==> src/rtl/tmr_tx_scheduler.sv <==
// tmr_tx_scheduler: sends one buffered frame R times back-to-back with inter-copy gaps,
// stamping each copy's redundancy ID (1..R) into the byte at offset WHEREISID.
module tmr_tx_scheduler #(
    parameter int WHEREISID = 0,
    parameter int R = 3,
    parameter int GAP = 12,
    parameter int ADDR_W = 12
) (
    input  logic              clk,
    input  logic              rst,
    input  logic              start,
    input  logic [ADDR_W-1:0] frame_len,
    output logic [ADDR_W-1:0] rd_addr,
    input  logic [7:0]        rd_data,
    output logic              tx_en,
    output logic [7:0]        tx_data,
    output logic [3:0]        copy_id,
    output logic              busy,
    output logic              done
);
    localparam int GW = $clog2(GAP + 1);
    localparam logic [ADDR_W-1:0] ID_AT = ADDR_W'(WHEREISID);
    localparam logic [3:0] LAST = 4'(R);
    // GAP-1 wait clocks plus the FETCH clock give GAP idle clocks between copies
    localparam logic [GW-1:0] GAP_LD = GW'(GAP - 2);

    typedef enum logic [2:0] {IDLE, FETCH, SEND, GAP_WAIT, FIN} state_t;

    state_t state, nxt;
    logic [ADDR_W-1:0] len, idx;
    logic [GW-1:0] gap_cnt;
    logic last_byte, gap_end;

    always_comb begin
        last_byte = idx == len - 1'b1;
        gap_end = gap_cnt == '0;
        nxt = state;
        case (state)
            IDLE:     nxt = start && frame_len != '0 ? FETCH : IDLE;
            FETCH:    nxt = SEND;
            SEND:     nxt = !last_byte ? SEND : copy_id == LAST ? FIN : GAP_WAIT;
            GAP_WAIT: nxt = gap_end ? FETCH : GAP_WAIT;
            default:  nxt = IDLE;
        endcase
    end

    always_ff @(posedge clk or posedge rst)
        if (rst) state <= IDLE;
        else state <= nxt;

    always_ff @(posedge clk or posedge rst)
        if (rst) begin
            len <= '0;
            idx <= '0;
            gap_cnt <= '0;
            rd_addr <= '0;
            tx_en <= 1'b0;
            tx_data <= '0;
            copy_id <= '0;
            busy <= 1'b0;
            done <= 1'b0;
        end else begin
            done <= state == FIN;
            tx_en <= state == SEND;
            // rd_data during SEND always holds the byte at index idx
            tx_data <= state != SEND ? '0 : idx == ID_AT ? {4'b0, copy_id} : rd_data;
            case (state)
                IDLE:
                    if (nxt == FETCH) begin
                        len <= frame_len;
                        copy_id <= 4'd1;
                        rd_addr <= '0;
                        busy <= 1'b1;
                    end
                FETCH: begin
                    rd_addr <= ADDR_W'(1);
                    idx <= '0;
                end
                SEND: begin
                    rd_addr <= rd_addr + 1'b1;
                    idx <= idx + 1'b1;
                    if (last_byte) gap_cnt <= GAP_LD;
                end
                GAP_WAIT:
                    if (gap_end) begin
                        copy_id <= copy_id + 4'd1;
                        rd_addr <= '0;
                    end else gap_cnt <= gap_cnt - 1'b1;
                FIN: begin
                    busy <= 1'b0;
                    copy_id <= '0;
                end
                default: ;
            endcase
        end
endmodule

==> config.mk <==
export PLATFORM = sky130hd
export DESIGN_NAME = tmr_tx_scheduler
export DESIGN_NICKNAME = d
export VERILOG_FILES = /design/src/rtl/tmr_tx_scheduler.sv
export SDC_FILE = /design/constraint.sdc
export NUM_CORES = 1
export LEC_CHECK = 0
export BUFFER_PORTS_ARGS = -buffer_cell sky130_fd_sc_hd__buf_2
export CORE_MARGIN = 5
export CORE_UTILIZATION = 35
export DETAILED_ROUTE_END_ITERATION = 12
export GPL_TIMING_DRIVEN = 1
export HOLD_SLACK_MARGIN = 0.08
export PLACE_DENSITY_LB_ADDON = 0.05
export SYNTH_ARGS = -nofsm -noshare
export SYNTH_HDL_FRONTEND = slang
export SYNTH_SLANG_ARGS = --single-unit
==> constraint.sdc <==
create_clock -name clk -period 2.7 [get_ports clk]
set_input_delay 0.675 -clock clk [delete_from_list [all_inputs] [get_ports clk]]
set_output_delay 0.675 -clock clk [all_outputs]
set_load 0.05 [all_outputs]
# Word-level counts from Yosys, hierarchy flattened
# Cells that the tools add are included.
word_totals:
  in_bits: 23
  mem_bits_rw: 0
  latchBits: 0
  mem_bits_ro: 0
  wordCells: 61
  register_bits: 58
  n_memories: 0
op_classes:
  add_sub_neg: 5
  n_bitwise: 0
  n_eq_ne: 12
  n_mux: 19
  reduce_logical: 15
  n_lt_le_gt_ge: 0
  shift: 0
  n_div: 0
  mul: 0
op_table:
  columns: ["cell", "n"]
  rows:
  - ["$pmux 12 s4", 1]
  - ["$add 12x1->12 const B", 2]
  - ["$mux 12", 2]
  - ["$pmux 12 s2", 1]
  - ["$mux 4", 4]
  - ["$mux 8", 2]
  - ["$eq 12x12->1", 1]
  - ["$logic_not 12->1", 1]
  - ["$pmux 3 s4", 1]
  - ["$pmux 4 s3", 1]
  - ["$reduce_bool 12->1", 1]
  - ["$sub 12x1->12 const B", 1]
  - ["$reduce_and 3->1", 3]
  - ["$ne 2x2->1 const B", 4]
  - ["$pmux 4 s2", 1]
  - ["$eq 3x1->1 const B", 2]
  - ["$eq 3x2->1 const B", 2]
  - ["$mux 3", 2]
  - ["$reduce_bool 2->1", 3]
  - ["$add 4x1->4 const B", 1]
  - ["$eq 4x2->1 const B", 1]
  - ["$logic_not 4->1", 1]
  - ["$reduce_and 2->1", 2]
  - ["$reduce_bool 4->1", 1]
  - ["9 further kinds", 10]

# Logic depth before layout (Yosys ltp)
# Gate-level depths: netlist of run 1.
logic_depth:
  word_depth: 7
  mapped_depth: 10
  depth_no_buf: 8

# Worst setup path after synthesis of run 1
# Ideal clock, no wire load.
synth_path:
  path_type: "reg-to-reg"
  startpoint: "register len[0]"
  endpoint: "register gap_cnt[0]"
  period_less_slack_ns: 2.463
  required_ns: 2.582
  arrival_ns: 2.345
  path_stages_with_launch: 10
  setup_slack_ns: 0.237
  cell_sequence: "dfrtp_1 inv_1 ha_1 nor4b_4 a31oi_1 a221oi_2 nor2_1 or4b_1 buf_2 a21o_1"
synth_via:
  elab_chain_cells: 4
synth_rtl:
  columns: ["item", "line_no", "text"]
  rows:
  - ["start, declared", "30", "logic [ADDR_W-1:0] len, idx;"]
  - ["start signal, assigned", "70", "len <= frame_len;"]
  - ["$sub 12x1->12", "35", "last_byte = idx == len - 1'b1;"]
  - ["$eq 12x12->1", "35", null]
  - ["$ne 2x2->1 (no line)", null, null]
  - ["$reduce_and 3->1 (no line)", null, null]
  - ["end signal, assigned", "88", "end else gap_cnt <= gap_cnt - 1'b1;"]
  - ["end, declared", "31", "logic [GW-1:0] gap_cnt;"]
# No other way between the ends.
# A chain may end at the register's enable or synchronous reset.

# Worst setup path in the final report of run 1
# Same ends and word-level chain as after synthesis.

==> results of run 1 <==
per-stage QoR:
step / hold slack (ps) / instance area, um2 / utilization, % / instances
after floorplan: 495 / 3220 / - / 335
after global placement: 459 / 3620 / 39.8 / 489
after detailed placement: 459 / 3620 / 39.8 / 489
after CTS: 310 / 3820 / 41.9 / 505
after global routing: 334 / 3820 / 41.9 / 505
final: 306 / 3820 / 41.9 / 505
cell type report:
type | count | area [um2] | share of cell area [%]
multi-input cells | 247 | 1640 | 42.9
flip-flops and latches | 58 | 1450 | 38.0
repair buffers | 58 | 338 | 8.84
clock buffers | 11 | 141 | 3.70
well taps | 111 | 139 | 3.64
inverters | 15 | 56.3 | 1.47
clock inverters | 5 | 53.8 | 1.41
worst min path at each step:
stage | start | end | slack, ps | depth (start not counted)
2_1_floorplan | idx[11] | idx[11] | 500 | 1
6_report | rst | tx_en | 310 | 2
3_3_place_gp | busy | busy | 460 | 2
5_1_grt | rst | tx_data[4] | 330 | 2
4_1_cts | rst | tx_en | 310 | 2
3_5_place_dp | busy | busy | 460 | 2
power breakdown:
group / internal, mW / switching [mW] / total (mW)
clock: 0.448 / 0.373 / 0.822
combinational: 0.728 / 1.13 / 1.86
sequential: 1.11 / 0.324 / 1.44
total: 2.29 / 1.83 / 4.12
cell usage in the layout, fill, tap and decap left out, drive strengths merged, types with 2 or more instances in the layout:
cell / n
a21oi: 7
nor4: 8
or3: 3
and2: 4
xor2: 11
and3: 10
buf: 58
clkbuf: 11
a31oi: 11
o21ai: 28
nor2b: 3
o31ai: 5
mux2: 12
nand2: 33
or4b: 2
nand4: 7
inv: 15
mux2i: 5
nor2: 29
nor4b: 4
ha: 7
nand3: 14
nor3: 11
dfrtp: 58
o211ai: 4
xnor2: 9
clkinv: 4
nand4b: 2
worst max-delay path, stage by stage (launching register included):
cell and delay [ps]:
dfrtp_1 380, inv_1 60, ha_1 270, nor4b_4 400
a31oi_1 160, a221oi_2 280, nor2_1 100, or4b_4 610
a21o_1 180
layer usage:
| metal | global-route usage [%] | vias up |
|---|---|---|
| met1 | 21.7 | 1275 |
| li1 | - | 1318 |
| met5 | 0 | - |
| met3 | 3.67 | 15 |
| met4 | 7.86 | 0 |
| met2 | 21.9 | 59 |
flip-flops by register name, summed over array words and instances, names as in the netlist:
signal   flops
tx_data      8
tx_en        1
idx         12
gap_cnt      4
len         12
state        3
done         1
rd_addr     12
copy_id      4
busy         1
kinds of logic (layout without fill, tap and decap cells):
group | Yosys count | after routing
xor+xnor | 20 | 20
flops | 58 | 58
mux | 17 | 17
compound gates | 66 | 66
buf+inv | 30 | 89
fa+ha+maj | 7 | 7
simple gates | 137 | 137
what timing repair did:
action                     CTS  global route
buffers inserted             0             0
setup endpoints to repair    0             5
resized for setup            0             1
==> flow_summary.ini, run 1 <==
[clock_network]
clock_latency_ps = 350
clk_path_buf_depth = 2
cts_buffers = 9
cts_tree = built
cts-root-buf = clkbuf_8
clkTransAtPathRegs_ps = 70
htreeDepth = 3
clock-sinks = 58
ctsHoldBuffers = 0

[global_route]
grt_pass1_vias = 2652
grt_pass1_wl_um = 13700
gr-total-overflow = 0
grt_start_max_net_pins = 42
antenna_found_initial = 0
grt_use_total_pct = 15.4

[worst_setup_path]
crit_path_start = len[0]
cp_data_required_time_ps = 2940
crit-reg2reg-capture = gap_cnt[0]
critPathArrivalTime_ps = 2780
crit_path_end_kind = flip-flop
reg2reg_slack_ps = 160
crit_type = reg2reg
crit_end = gap_cnt[0]
r2r_cells = 8
r2r-start = len[0]
crit_fanout = 8
start_kind = flip-flop

[final_layout]
nFillCells = 918
diodes = 0
final_nets = 419
synthToLayoutAreaGrowth_pct = 18.7
drive_above_1_share_pct = 25.4

[floorplanning]
rows = 35
initial_utilization_pct = 35.3
die_area_mm2 = 0.0112
ios = 50
fp.dieW_um = 106
core-area_mm2 = 0.00911
die_height_um = 106

[yosys]
syn_nets = 365
synth-async-reset-ratio_pct = 100
yosysWarnings = 0
synthFlopType = dfrtp_1
synth_most_common_cell = dfrtp_1
synth_mux_area_share_pct = 5.76
syn_area_mm2 = 0.00322
avgSynthCellArea_um2 = 9.60
yosys-top-cells-area = dfrtp_1, o21ai_0, mux2_2, nand2_1, nor2_1
synthSimpleGateAreaFrac_pct = 23.5
ys_types = 56
ys_seq_elements = 58
netlist.top_cell.by_area = dfrtp_1
seq_area_frac_synth_pct = 45.1
postSynthCellCount = 335
synthXorXnorAreaFrac_pct = 5.45
synth_top_family_by_area = simple AND/OR/NAND/NOR gates
synth_top_area_share_pct = 45.1
synth-edff-count = 0
synthAdderAreaFrac_pct = 2.72
synth_compound_area_share_pct = 13.5
netlist_top_cells_count = dfrtp_1, nand2_1, nor2_1

[power_and_ir_drop]
p_per_area_mw_per_mm2 = 1080
vdd_drop_max_mv = 0.408
power_mw = 4.12
leakage_nw = 1.80

[timing]
finalSetupViolCount = 0
relSlewSlack_pct = 67.5
slew_violations = 0
clock-skew-final_ps = 8.04
hold_viol = 0
finalCritPeriodShare_pct = 94.0
finalWorstSetupSlack_ps = 162
tightest_slew_ps = 486
fin_setup_tns_ps = 0
fmaxAchievable_mhz = 394
rsz0062_at_grt = no
post-route-min-period_ps = 2540

[placed_design]
port_buffers = 49
dp_slack_ps = 62.4
post-dp-hpwl_um = 5730
place.gp.congestion = 0.782

[drt]
top_layer_used = met4
avgRoutedWirePerCell_um = 15.7
wl_met3_um = 351
wl_met1_um = 4010
vias = 2667
route.detailed.drc = 0
dr.pass1.iters = 4
viasPerCell = 5.28
first_iter_violations = 125
finalWirelength_um = 7940
wl_met2_um = 3380
antenna_left = 0

[hold_path]
hold_class = in2async

[run]
cap_violations = 0

[run_status]
status = completed
Note: power is estimated with default switching activity, not from simulation.
==> inputs of run 2 (changes only) <==
Clock period 2.7 ns to 2.5 ns, I/O delays scaled along.
==> run 2 against run 1 <==
Via count is 2.4% higher. Wire length is 2.7% higher. Critical path type unchanged. Worst hold slack worse by 170 ps. Global-route usage is 0.19 points higher. Fmax is 3.8% higher.
==> flow_summary.ini, run 2 (synthesis gave the netlist of run 1 again) <==
[clock_network]
cts_buffers = 9
clock-sinks = 58
htreeDepth = 3
cts_tree = built
clk_path_buf_depth = 2
cts-root-buf = clkbuf_8
clkTransAtPathRegs_ps = 70
clock_latency_ps = 340

[global_route]
grt_pass1_vias = 2698
antenna_found_initial = 0
grt_pass1_wl_um = 13800
gr-total-overflow = 0
grt_use_total_pct = 15.6
grt_start_max_net_pins = 33

[worst_setup_path]
critPathTopFamily = simple AND/OR/NAND/NOR gates
crit_fanout = 6
crit_buf_inv = 2
cp_data_required_time_ps = 2740
critPathSlowestCell = or4b_4
r2r-start = len[0]
crit_path_end_kind = flip-flop
start_kind = flip-flop
path_depth = 9
max_stage_delay_ps = 620
critPathArrivalTime_ps = 2680
crit_chain = inv_2 -> ha_4 -> nor4b_4 -> buf_4 -> nand4b_1 -> a31oi_2 -> o211ai_1 -> or4b_4 -> a21o_1
reg2reg_slack_ps = 60
r2r_cells = 9
crit_type = reg2reg
crit_path_start = len[0]
crit-reg2reg-capture = gap_cnt[0]
crit_end = gap_cnt[0]

[placed_design]
port_buffers = 49
placed_cell_area_mm2 = 0.00373
post-dp-hpwl_um = 6030
place.gp.congestion = 0.808

[power_and_ir_drop]
vdd_drop_max_mv = 0.444
leakage_nw = 1.89
p_per_area_mw_per_mm2 = 1200

[final_layout]
final_common_cell = dfrtp_1
final_cell_mix = dfrtp_1, buf_2, nand2_1
synthToLayoutAreaGrowth_pct = 23.6
drive_above_1_share_pct = 29.4
reg_top3 = idx: 12 flops, len: 12 flops, rd_addr: 12 flops
fin_area_mm2 = 0.00398
utilization_pct = 43.7
diodes = 0
final_nets = 436

[run]
cap_violations = 0

[timing]
clock-skew-final_ps = 7.79
rsz0062_at_grt = yes
finalCritPeriodShare_pct = 97.8
fmaxAchievable_mhz = 409
finalSetupViolCount = 0
slew_violations = 0
post-route-min-period_ps = 2440
tightest_slew_ps = 457
hold_viol = 0
relSlewSlack_pct = 69.5

[drt]
antenna_left = 0
viasPerCell = 5.23
avgRoutedWirePerCell_um = 15.6
dr.pass1.iters = 4
vias = 2730
first_iter_violations = 95
route.detailed.drc = 0
finalWirelength_um = 8160

[hold_path]
hold_class = in2async

[floorplanning]
fp.dieW_um = 106
rows = 35
core-area_mm2 = 0.00911
ios = 50
die_height_um = 106
initial_utilization_pct = 35.3
die_area_mm2 = 0.0112

[run_status]
status = completed
## run 2: cell count changes in the layout (fill, tap and decap cells not counted), sizes merged
cell / change
clkinvlp: +1
clkinv: -2
buf: +17
bufinv: +1
## run 2: layout make-up
| class | instances | area [um2] |
|---|---|---|
| inverters | 15 | 56.3 |
| clock inverters | 5 | 77.6 |
| multi-input cells | 247 | 1660 |
| repair buffers | 75 | 453 |
| fillers | 918 | 5130 |
| flip-flops and latches | 58 | 1450 |
| well taps | 111 | 139 |
| clock buffers | 11 | 141 |
## run 2: report_power, final
part           leakage [nW]  total, mW  switching (mW)  internal (mW)
clock network         0.109      0.979           0.394          0.585
logic                  1.03       2.27            1.33          0.939
registers             0.749       1.50           0.300           1.20
total                  1.89       4.76            2.03           2.73
## run 2: metal layers
layer / part of all wire [%] / global-route usage, %
met5: 0 / 0
met4: 1.9 / 6.48
met3: 3.2 / 2.94
met2: 44 / 22.8
met1: 51 / 22.6
## run 2: metrics by stage
step                      TNS [ps]  instances  worst slack (ps)  hold WS (ps)  total power [mW]
final                            0        522              55.9           133              4.76
after detailed placement      -172        505             -64.5           466              3.75
after floorplan                  0        335              37.2           495              3.05
after CTS                        0        521              12.2           126              4.76
after global placement           0        505              4.35           470              3.73
after global routing          -215        522             -85.8           134              5.12
## run 2: repair_timing
| action | 4_1_cts | 5_1_grt |
|---|---|---|
| hold buffers | 0 | 0 |
| pin swaps | 0 | 4 |
| setup endpoints to repair | 5 | 7 |
| setup buffers | 0 | 1 |
| resized for setup | 1 | 6 |
## run 2: worst min-delay path by stage
stage                            end  cells past startpoint     from
after floorplan              idx[11]                      1  idx[11]
after global placement          busy                      2     busy
after detailed placement        busy                      2     busy
after CTS                 tx_data[4]                      2      rst
after global routing      tx_data[4]                      2      rst
final                     tx_data[4]                      2      rst
==> inputs of run 3 (changes only) <==
Settings changed: CORE_ASPECT_RATIO set to 1.4, GPL_ROUTABILITY_DRIVEN set to 1.
==> run 3 against run 2 <==
Combinational power down 4%. Fmax up 2.8%. Highest routed layer unchanged. Die area up 0.24%. Largest power group unchanged. Clock power up 26%.
==> flow_summary.ini, run 3 (synthesis gave the netlist of run 1 again) <==
[worst_setup_path]
crit_type = reg2reg
r2r_cells = 7
start_kind = flip-flop
crit-reg2reg-capture = gap_cnt[0]
r2r-start = len[1]
critPathArrivalTime_ps = 2590
crit_fanout = 6
reg2reg_slack_ps = 120
crit_path_end_kind = flip-flop
cp_data_required_time_ps = 2710

[final_layout]
drive_above_1_share_pct = 27.4
final_cell_mix = dfrtp_1, buf_2, nand2_1
nFillCells = 910
utilization_pct = 44.4
final_nets = 430
diodes = 0
reg_top3 = idx: 12 flops, len: 12 flops, rd_addr: 12 flops
fin_area_mm2 = 0.00401
final_common_cell = dfrtp_1
synthToLayoutAreaGrowth_pct = 24.7

[timing]
slew_violations = 0
rsz0062_at_grt = no
fmaxAchievable_mhz = 421
post-route-min-period_ps = 2380
finalCritPeriodShare_pct = 95.1
relSlewSlack_pct = 69.6
clock-skew-final_ps = 4.96
hold_viol = 0
finalSetupViolCount = 0
tightest_slew_ps = 454

[global_route]
grt_pass1_vias = 2692
antenna_found_initial = 0
met3_usage_pct = 3.96
use_met1_pct = 17.0
grtUsageMet2_pct = 27.0
busiest_layer = met2
grt_pass1_wl_um = 13400
gr-total-overflow = 0
grt_use_total_pct = 15.1
grt_start_max_net_pins = 59

[floorplanning]
fp.dieW_um = 91.0
die_area_mm2 = 0.0112
core-area_mm2 = 0.00903
ios = 50
die_height_um = 123
initial_utilization_pct = 35.6
rows = 41

[clock_network]
cts-root-buf = clkbuf_16
clock-sinks = 58
post_cts_buffers = 0
ctsHoldBuffers = 0
clkTransAtPathRegs_ps = 50
cts_tree = built
htreeDepth = 3
clk_path_buf_depth = 2
clock_latency_ps = 330
cts_buffers = 9

[drt]
antenna_left = 0
vias = 2733
route.detailed.drc = 0
first_iter_violations = 93
finalWirelength_um = 8070
avgRoutedWirePerCell_um = 15.8
viasPerCell = 5.34
dr.pass1.iters = 5

[power_and_ir_drop]
vdd_drop_max_mv = 0.712
power_mw = 4.94
p_per_area_mw_per_mm2 = 1230
leakage_nw = 1.90

[run_status]
status = completed

[run]
cap_violations = 0

[hold_path]
hold_class = in2async

[placed_design]
place.gp.congestion = 0.846
port_buffers = 49
placed_cell_area_mm2 = 0.00370
post-dp-hpwl_um = 5970
==> run 3: cell types whose count changed in the layout (fill, tap and decap cells not counted), sizes merged <==
cell,change
clkinv,-1
clkinvlp,-1
buf,-6
bufinv,-1
clkbuf,+3
==> run 3: where the power goes <==
part	total [mW]	switching [mW]	internal (mW)
logic	2.19	1.29	0.901
clock network	1.23	0.406	0.823
registers	1.52	0.313	1.21
==> run 3: through the flow <==
step	cells	hold slack, ps	setup TNS (ps)	setup WS [ps]
2_1_floorplan	335	495	0	37.2
3_3_place_gp	496	454	-4.35	-4.35
3_5_place_dp	496	467	-122	-47.8
4_1_cts	512	373	0	47.2
5_1_grt	512	386	0	5.46
6_report	512	358	0	123
==> run 3: critical path: stages (launching register included) <==
cell	delay, ps
dfrtp_1	370
inv_1	60
ha_2	200
or4b_4	470
nor3_1	250
o211ai_1	110
or4b_4	610
a21o_1	180
==> run 3: how the worst max path moves through the flow <==
stage                     startpoint          end  cells after the start  slack [ps]
final                         len[1]   gap_cnt[0]                      7         120
after detailed placement      len[0]   gap_cnt[0]                      8         -50
after global placement        len[0]   gap_cnt[0]                      8          -4
after floorplan               len[0]   gap_cnt[0]                      9          40
after CTS                 gap_cnt[1]  rd_addr[11]                      9          50
after global routing          len[1]   gap_cnt[0]                      8           5
==> run 3: cell type report <==
cell class | instances | area [um2] | share of cell area (%)
timing repair buffer | 69 | 420 | 10.5
sequential | 58 | 1450 | 36.2
clock inverter | 2 | 35.0 | 0.874
inverter | 15 | 56.3 | 1.40
clock buffer | 14 | 264 | 6.58
multi-input combinational | 247 | 1650 | 41.1
tap | 107 | 134 | 3.34
==> run 3: per-layer routing <==
layer	part of all wire [%]	wire length, um
met2	53	4260
met3	4.6	370
met1	41	3300
met4	1.8	144
met5	0	0
==> run 3: what timing repair did <==
| action | 4_1_cts | 5_1_grt |
|---|---|---|
| gates resized for setup | 1 | 3 |
| setup endpoints to repair | 4 | 5 |
| pin swaps | 0 | 1 |
